### src/rtl/core_pkg.sv
// ============================================================================
// Module      : core_pkg
// Description : Shared types, requester indices and arbitration helpers for
//               the register-file writeback arbiter.
// Revision    : 1.0 - initial release
// ============================================================================
`default_nettype none

package core_pkg;

  typedef logic [4:0]  reg_addr_t;
  typedef logic [31:0] xlen_t;

  localparam logic [1:0] REQ_ALU    = 2'd0;
  localparam logic [1:0] REQ_LD     = 2'd1;
  localparam logic [1:0] REQ_IN     = 2'd2;
  localparam logic [1:0] GRANT_NONE = 2'd3;

  // Isolates the lowest set bit, giving a one-hot (or zero) vector.
  function automatic logic [2:0] lowest_one(input logic [2:0] v);
    return v & (~v + 3'd1);
  endfunction

  // First requester found when searching ptr, ptr+1, ptr+2 (mod 3).
  function automatic logic [2:0] rr_pick(input logic [2:0] req, input logic [1:0] ptr);
    logic [2:0] gnt;
    logic [2:0] sum;
    logic [1:0] idx;
    gnt = '0;
    for (int k = 0; k < 3; k++) begin
      sum = {1'b0, ptr} + 3'(k);
      idx = (sum >= 3'd3) ? 2'(sum - 3'd3) : sum[1:0];
      if (gnt == 3'b000 && req[idx]) gnt[idx] = 1'b1;
    end
    return gnt;
  endfunction

endpackage

`default_nettype wire

### src/rtl/core_rr_arb3.sv
// ============================================================================
// Module      : core_rr_arb3
// Description : 3-way one-hot arbiter: round-robin pointer or fixed priority
//               with per-requester starvation counters.
// Revision    : 1.0 - initial release
// ============================================================================
`default_nettype none

module core_rr_arb3
  import core_pkg::*;
#(
  parameter int PRIO_MODE = 0,
  parameter int MAX_WAIT  = 15,
  parameter int WAIT_W    = 8
) (
  input  logic       clk_i,
  input  logic       rst_i,
  input  logic       hold_i,
  input  logic [2:0] valid_i,
  output logic [2:0] grant_o
);

  logic [1:0] ptr_q, ptr_d;
  logic [2:0] starve;

  for (genvar i = 0; i < 3; i++) begin : g_wait
    logic [WAIT_W-1:0] wait_q, wait_d;

    always_comb begin
      wait_d = wait_q;
      if (!valid_i[i] || grant_o[i]) begin
        wait_d = '0;
      end else if (!hold_i && wait_q != '1) begin
        wait_d = wait_q + WAIT_W'(1);
      end
    end

    always_ff @(posedge clk_i) begin
      if (rst_i) wait_q <= '0;
      else       wait_q <= wait_d;
    end

    assign starve[i] = valid_i[i] && (wait_q >= WAIT_W'(MAX_WAIT));
  end

  always_comb begin
    grant_o = '0;
    if (!rst_i && !hold_i) begin
      if (PRIO_MODE == 0)   grant_o = rr_pick(valid_i, ptr_q);
      else if (|starve)     grant_o = lowest_one(starve);
      else                  grant_o = lowest_one(valid_i);
    end
  end

  // Pointer moves to the requester just after the one served.
  always_comb begin
    ptr_d = ptr_q;
    if (grant_o[0])      ptr_d = 2'd1;
    else if (grant_o[1]) ptr_d = 2'd2;
    else if (grant_o[2]) ptr_d = 2'd0;
  end

  always_ff @(posedge clk_i) begin
    if (rst_i) ptr_q <= 2'd0;
    else       ptr_q <= ptr_d;
  end

endmodule

`default_nettype wire

### src/rtl/core_reg_wb_arb.sv
// ============================================================================
// Module      : core_reg_wb_arb
// Description : Register-file write/byte-input port arbiter with registered
//               strobes. Optional bypass ports under CORE_WB_BYPASS_EN.
// Revision    : 1.0 - initial release
// ============================================================================
`default_nettype none

module core_reg_wb_arb
  import core_pkg::*;
#(
  parameter int PRIO_MODE = 0,
  parameter int MAX_WAIT  = 15,
  parameter int WAIT_W    = 8
) (
  input  logic        CLK,
  input  logic        RST,
  input  logic        HOLD,
  input  logic        ALU_VALID,
  input  reg_addr_t   ALU_ADDR,
  input  xlen_t       ALU_DATA,
  output logic        ALU_READY,
  input  logic        LD_VALID,
  input  reg_addr_t   LD_ADDR,
  input  xlen_t       LD_DATA,
  output logic        LD_READY,
  input  logic        IN_VALID,
  input  reg_addr_t   IN_ADDR,
  input  logic [7:0]  IN_BYTE,
  output logic        IN_READY,
  output logic        WE,
  output reg_addr_t   WADDR,
  output xlen_t       WDATA,
  output logic        INE,
  output logic [7:0]  INDATA,
`ifdef CORE_WB_BYPASS_EN
  input  reg_addr_t   RS1ADDR,
  input  reg_addr_t   RS2ADDR,
  output logic        BYP1_HIT,
  output logic        BYP2_HIT,
  output xlen_t       BYP_DATA,
`endif
  output logic [1:0]  GRANT_ID
);

  logic [2:0] grant;
  logic       we_q, we_d, ine_q, ine_d;
  reg_addr_t  waddr_q, waddr_d;
  xlen_t      wdata_q, wdata_d;
  logic [7:0] indata_q, indata_d;
  logic [1:0] gid_q, gid_d;

  core_rr_arb3 #(
    .PRIO_MODE (PRIO_MODE),
    .MAX_WAIT  (MAX_WAIT),
    .WAIT_W    (WAIT_W)
  ) u_arb (
    .clk_i   (CLK),
    .rst_i   (RST),
    .hold_i  (HOLD),
    .valid_i ({IN_VALID, LD_VALID, ALU_VALID}),
    .grant_o (grant)
  );

  assign ALU_READY = grant[0];
  assign LD_READY  = grant[1];
  assign IN_READY  = grant[2];

  // Writes to x0 are accepted but never strobe the register file.
  always_comb begin
    we_d     = 1'b0;
    ine_d    = 1'b0;
    waddr_d  = waddr_q;
    wdata_d  = wdata_q;
    indata_d = indata_q;
    gid_d    = gid_q;
    if (grant[0]) begin
      waddr_d = ALU_ADDR;
      wdata_d = ALU_DATA;
      we_d    = (ALU_ADDR != '0);
      gid_d   = REQ_ALU;
    end else if (grant[1]) begin
      waddr_d = LD_ADDR;
      wdata_d = LD_DATA;
      we_d    = (LD_ADDR != '0);
      gid_d   = REQ_LD;
    end else if (grant[2]) begin
      waddr_d  = IN_ADDR;
      indata_d = IN_BYTE;
      ine_d    = (IN_ADDR != '0);
      gid_d    = REQ_IN;
    end
  end

  always_ff @(posedge CLK) begin
    if (RST) begin
      we_q     <= 1'b0;
      ine_q    <= 1'b0;
      waddr_q  <= '0;
      wdata_q  <= '0;
      indata_q <= '0;
      gid_q    <= GRANT_NONE;
    end else begin
      we_q     <= we_d;
      ine_q    <= ine_d;
      waddr_q  <= waddr_d;
      wdata_q  <= wdata_d;
      indata_q <= indata_d;
      gid_q    <= gid_d;
    end
  end

  assign WE       = we_q;
  assign INE      = ine_q;
  assign WADDR    = waddr_q;
  assign WDATA    = wdata_q;
  assign INDATA   = indata_q;
  assign GRANT_ID = gid_q;

`ifdef CORE_WB_BYPASS_EN
  assign BYP1_HIT = we_q && (RS1ADDR != '0) && (waddr_q == RS1ADDR);
  assign BYP2_HIT = we_q && (RS2ADDR != '0) && (waddr_q == RS2ADDR);
  assign BYP_DATA = wdata_q;
`endif

endmodule

`default_nettype wire

### config.mk
export PLATFORM = sky130hd
export DESIGN_NAME = core_reg_wb_arb
export DESIGN_NICKNAME = d
export VERILOG_FILES = /design/src/rtl/core_pkg.sv /design/src/rtl/core_rr_arb3.sv /design/src/rtl/core_reg_wb_arb.sv
export SDC_FILE = /design/constraint.sdc
export NUM_CORES = 1
export LEC_CHECK = 0
export ABC_AREA = 1
export BUFFER_PORTS_ARGS = -buffer_cell sky130_fd_sc_hd__buf_2
export CORE_ASPECT_RATIO = 2
export CORE_MARGIN = 5
export CORE_UTILIZATION = 48
export DETAILED_ROUTE_END_ITERATION = 7
export PLACE_DENSITY = 0.82
export SKIP_LAST_GASP = 1
export SLEW_MARGIN = 30
export SYNTH_ARGS = -nofsm -noshare
export SYNTH_HDL_FRONTEND = slang
export SYNTH_HIERARCHICAL = 1
export SYNTH_SLANG_ARGS = --single-unit
### constraint.sdc
create_clock -name CLK -period 3.4 [get_ports CLK]
set_input_delay 0.51 -clock CLK [delete_from_list [all_inputs] [get_ports CLK]]
set_output_delay 0.51 -clock CLK [all_outputs]
set_load 0.005 [all_outputs]
After elaboration in Yosys (flattened, before gate mapping)
Index checks and enable logic that the tools add are counted.

operators by class
  $lt $le $gt $ge = 9
  bitwise operators = 5
  add/subtract/negate cells = 5
  reduce and logical (&&, ||, !) cells = 19
  mux-type cells = 34

operators by type and width
  cell                   count
  $mux W32               2
  $mux W3                6
  $mux W2                8
  $mux W5                3
  $reduce_bool A5 Y1     3
  $lt A2 B3 Y1 const B   3
  $mux W1                9
  $bmux W1 S2            3
  $demux W1 S2           3
  $ge A2 B1 Y1 const B   3
  $ge A3 B2 Y1 const B   2
  $logic_and A1 B1 Y1    6
  $logic_not A3 Y1       2
  $or A3 B3 Y3           2
  $sub A2 B2 Y2 const B  3
  $reduce_bool A2 Y1     2
  $reduce_or A4 Y1       1
  $add A2 B1 Y3 const B  1
  $add A2 B2 Y3 const B  1
  $not A1 Y1             3
  $reduce_and A3 Y1      1
  $reduce_bool A3 Y1     1
  $ge A2 B2 Y1 const B   1
  $logic_not A1 Y1       2
  $reduce_or A2 Y1       1

word-level totals
  register bits after elaboration = 51
  input bits = 93
  logic and storage cells = 80

Depth between registers and ports, before layout
  depth in word-level cells = 19
  mapped depth = 21
  depth with buffers taken out = 20

By module
The synthesis kept the hierarchy.

modules (own cells, without submodules)
  module           cells an instance  sequential area each (µm²)  area each (µm²)  times used
  core_reg_wb_arb  348                980.9                       2229.6           1
  core_rr_arb3     68                 40.0                        391.6            1

Worst setup path after synthesis
Ideal clock, no wire load.

  path type = register -> register
  start point = reg u_arb.ptr_q[0]
  end point = reg waddr_q[4] (netlist: WADDR[4])
  setup slack = 1.091 ns
  required time = 3.283 ns
  clock period less this slack = 2.309 ns
  data arrival time = 2.192 ns
  setup time = 0.117 ns
  cell stages (with the launch flop) = 17
  cells stage by stage = dfxtp_1 inv_1 ha_1 o21ai_0 nand2_1 nor2_1 nand3_1 and2_4 nand3_1 nand3_2 inv_1 nor2_4 buf_4 nand2_4 o21ai_0 nor2_1 nor2_1

on the way
  elaborated cells between the ends (all ways) = 47

RTL lines
  what                                                     line                    RTL
  start, declared                                          core_rr_arb3.sv:23      logic [1:0] ptr_q, ptr_d;
  start signal, assigned                                   core_rr_arb3.sv:65      else ptr_q <= ptr_d;
  branches (longest 14 deep; another with $add A2 B1 Y3)   n/a
  $mux W3 (*)                                              core_pkg.sv:33          if (gnt == 3'b000 && req[idx]) gnt[idx] = 1'b1;
  $mux W3 (*)                                              core_rr_arb3.sv:48      if (!rst_i && !hold_i) begin
  net ALU_READY                                            core_reg_wb_arb.sv:22   output logic ALU_READY,
  $reduce_bool A3 Y1 (no line) or $mux W5 (tied branches)  n/a
  end signal, assigned                                     core_reg_wb_arb.sv:106  waddr_q <= waddr_d;
  end, declared                                            core_reg_wb_arb.sv:48   reg_addr_t waddr_q, waddr_d;

Mark *: on every way through the listed nets, which the timed path passes. The select of a mux whose other input is x is not followed.
A chain may end at the register's enable or synchronous reset.

Final worst setup path
  start point = reg u_arb.ptr_q[0]
  end point = out ALU_READY

on the way
  longest elaborated chain between the ends = 16
  elaborated cells between the ends (all ways) = 44

RTL lines
  what                                                    line
  branches (longest 14 deep; another with $add A2 B1 Y3)  n/a
  $mux W3 (*)                                             core_pkg.sv:33
  $mux W3 (*)                                             core_rr_arb3.sv:48
  end, declared                                           core_reg_wb_arb.sv:22

Mark *: on every way between the ends. The select of a mux whose other input is x is not followed.

==> run summary <==
Num CTS Buffers: 5
die area: 7130 um^2
vias in the first global route: 2841
TritonCTS clock tree: yes
TNS Setup: 0 ns
layout cells sized above 1: 31.2%
critical path, cell by cell: inv_1, ha_1, o21ai_0, nand2_1, nor2_1, nand3_1, and2_4, nand3_1, nand3_2, inv_1, buf_4, buf_2
post-synthesis cell area: 2620 um^2
met3 wire len: 576 um
critical path class: reg2out
Worst path max stage delay: 0.40 ns
Worst Hold Path EP: WE
final setup fails: 0
Synth Flop Type: dfxtp_1
Crit Path Max Fanout: 12
worst reg2reg setup slack: 0.51 ns
post-synthesis register bit count: 51
M1 WL: 2680 um
# DRC: 0
Via density: 4.87
vias: 3006
Total Wirelength: 7650 um
Placed Instances: 609
hold path depth: 2
drt wl/cell: 12.4 um
Area Overhead vs Synth: 32.5%
Starting DRT DRC Count: 150
status: complete, no violations
final hold viol count: 0
launching point of the worst reg2reg path: u_arb/ptr_q[0]
top-area cell type share of the netlist area: 38.9%
HPWL after DPL: 6050 um
Clock Skews: 0.00420 ns
nets: 653
Max Fclk: 0.323 GHz
worst-margin pin slew: 0.886 ns
class of the worst hold path: in2reg
first-pass iteration count of the detailed router: 4
hold-fix buffers at CTS: 0
chip height: 115 um
area leader, netlist: dfxtp_1
CP Capture Type: output pin
Die X: 62.3 um
Area contributors post-synth: dfxtp_1 39%, nand2_1 24%, nand3_1 9.4%
clk sink count: 51
clock transition at the registers of the reported paths: 0.09 ns
n_diodes: 0
routability cong.: 0.877
clk buf depth: 2
largest net degree at the start of global routing: 41
Worst VDD drop: 531 uV
CP bufs+invs: 4
uppermost layer routed: met4
CP top delay family: buffers and inverters
initial antenna violation count: 0
starting density of the core: 48.8%
synthesized instance count: 416
Crit-path slowest cell: ha_1
Seq/Total Area, Yosys: 38.9%
Final Non-Filler Cells: 617
final worst setup slack: 0.303 ns
Buffers on Ports: 144
synth unique cells: 25
Slew HR: 40.8%
Ys Warns: 6
CTS H-tree depth: 2
# IOs: 145
Core Area: 5370 um^2
post_cts resized: 0
Power Density: 653 nW/um^2
leak pwr: 2.10 nW
Net Count, Synth: 513
final antenna-violating net count: 0
# fillers: 550
Worst-Skew Late Latency: 0.29 ns
Tcrit/Tclk final: 91.1%
Avg Inst Size Synth: 6.30 um^2
asr flop ratio synth: 0%
minimum clock period after layout: 3.10 ns
Tot GR Track Use: 20.5%
RSZ-0062 raised after global routing: no
Max Slew Vio Count: 0
Min-Delay Startpoint: RST
most common library cells after synthesis: 169 x nand2_1, 51 x dfxtp_1, 49 x inv_1, 49 x nand3_1, 34 x nor2_1
setup bufs post-CTS: 0
r2r worst-path depth: 16
Met2 Routed Length: 4030 um
most frequent cell after synthesis: nand2_1
Startpoint Class: flop
worst slack, placed: 0.548 ns
GR Overflow Total: 0
first-pass GRT wire length: 12100 um
CP Data Required Time: 2.89 ns
Root Buffer: clkbuf_8
Max-Cap Viols: 0
EDFF count, synth: 0
# rows: 38
crit path DAT: 2.59 ns
FF-to-FF End: WADDR[2]
[report_power, final]
group	switching (W)	internal (W)	leakage [nW]
Sequential	0.0000744	0.000750	0.416
Combinational	0.000649	0.000434	1.63
Clock	0.000193	0.000167	0.0484
Total	0.000916	0.00135	2.10
[sequential cells by signal, summed over array words and instances, names as in the netlist]
signal / flops
INDATA: 8
u_arb/ptr_q: 2
WE: 1
INE: 1
WADDR: 5
GRANT_ID: 2
WDATA: 32
[worst register-to-register path: cells and delay by family (launching register included)]
family          cells  cell delay [ns]
fa+ha+maj           1             0.40
simple gates        9             0.98
buf+inv             3             0.58
flops               1             0.37
compound gates      3             0.47
[routing by layer]
metal  track usage (%)  vias to the layer above
met5                 0                        -
met4              11.5                        0
met3              5.40                       27
met2              38.5                      113
met1              19.6                     1320
li1                  -                     1546
[how the worst max path moves through the flow]
stage                   startpoint        end  slack, ns  cells after the start
floorplan           u_arb/ptr_q[0]   WADDR[4]       1.09                     16
global placement    u_arb/ptr_q[1]   WADDR[2]       0.67                     17
detailed placement  u_arb/ptr_q[0]   WADDR[2]       0.55                     21
CTS                 u_arb/ptr_q[0]  ALU_READY       0.32                     12
global route        u_arb/ptr_q[0]  ALU_READY       0.09                     13
finish              u_arb/ptr_q[0]  ALU_READY       0.30                     12
[layout make-up]
class	count	area [um^2]	share of cell area [%]
Inverter	54	203	5.84
Clock inverter	1	8.76	0.252
Clock buffer	7	86.3	2.49
Sequential cell	51	1020	29.4
Timing Repair Buffer	149	771	22.2
Tap cell	60	75.1	2.16
Multi-Input combinational cell	295	1310	37.7
[layout by cell type, fill, tap and decap left out, drive strengths merged]
| master | count |
|---|---|
| nor3 | 1 |
| nand4 | 1 |
| nor2 | 37 |
| o21ai | 21 |
| clkbuf | 7 |
| ha | 4 |
| o21bai | 1 |
| buf | 149 |
| a21oi | 3 |
| inv | 53 |
| nand2 | 174 |
| clkinv | 2 |
| nand3 | 52 |
| dfxtp | 51 |
| and2 | 1 |
[metrics by stage]
| step | hold slack (ns) | total power, W | utilization [%] | instance area (um^2) |
|---|---|---|---|---|
| global route | 0.449 | 0.00248 | 64.6 | 3470 |
| floorplan | 0.474 | 0.00157 | - | 2620 |
| detailed placement | 0.469 | 0.00192 | 62.9 | 3380 |
| CTS | 0.450 | 0.00229 | 64.6 | 3470 |
| finish | 0.461 | 0.00227 | 64.6 | 3470 |
| global placement | 0.458 | 0.00190 | 62.9 | 3380 |
[cell families after synthesis]
group,Yosys count,share of synthesized area (%)
adders and majority gates,4,1.91
buffers and inverters,70,11.2
AOI/OAI and AO/OA,25,5.16
and+or+nand+nor,266,42.8
DFF,51,38.9
Note: power is estimated with default switching activity, not from simulation.
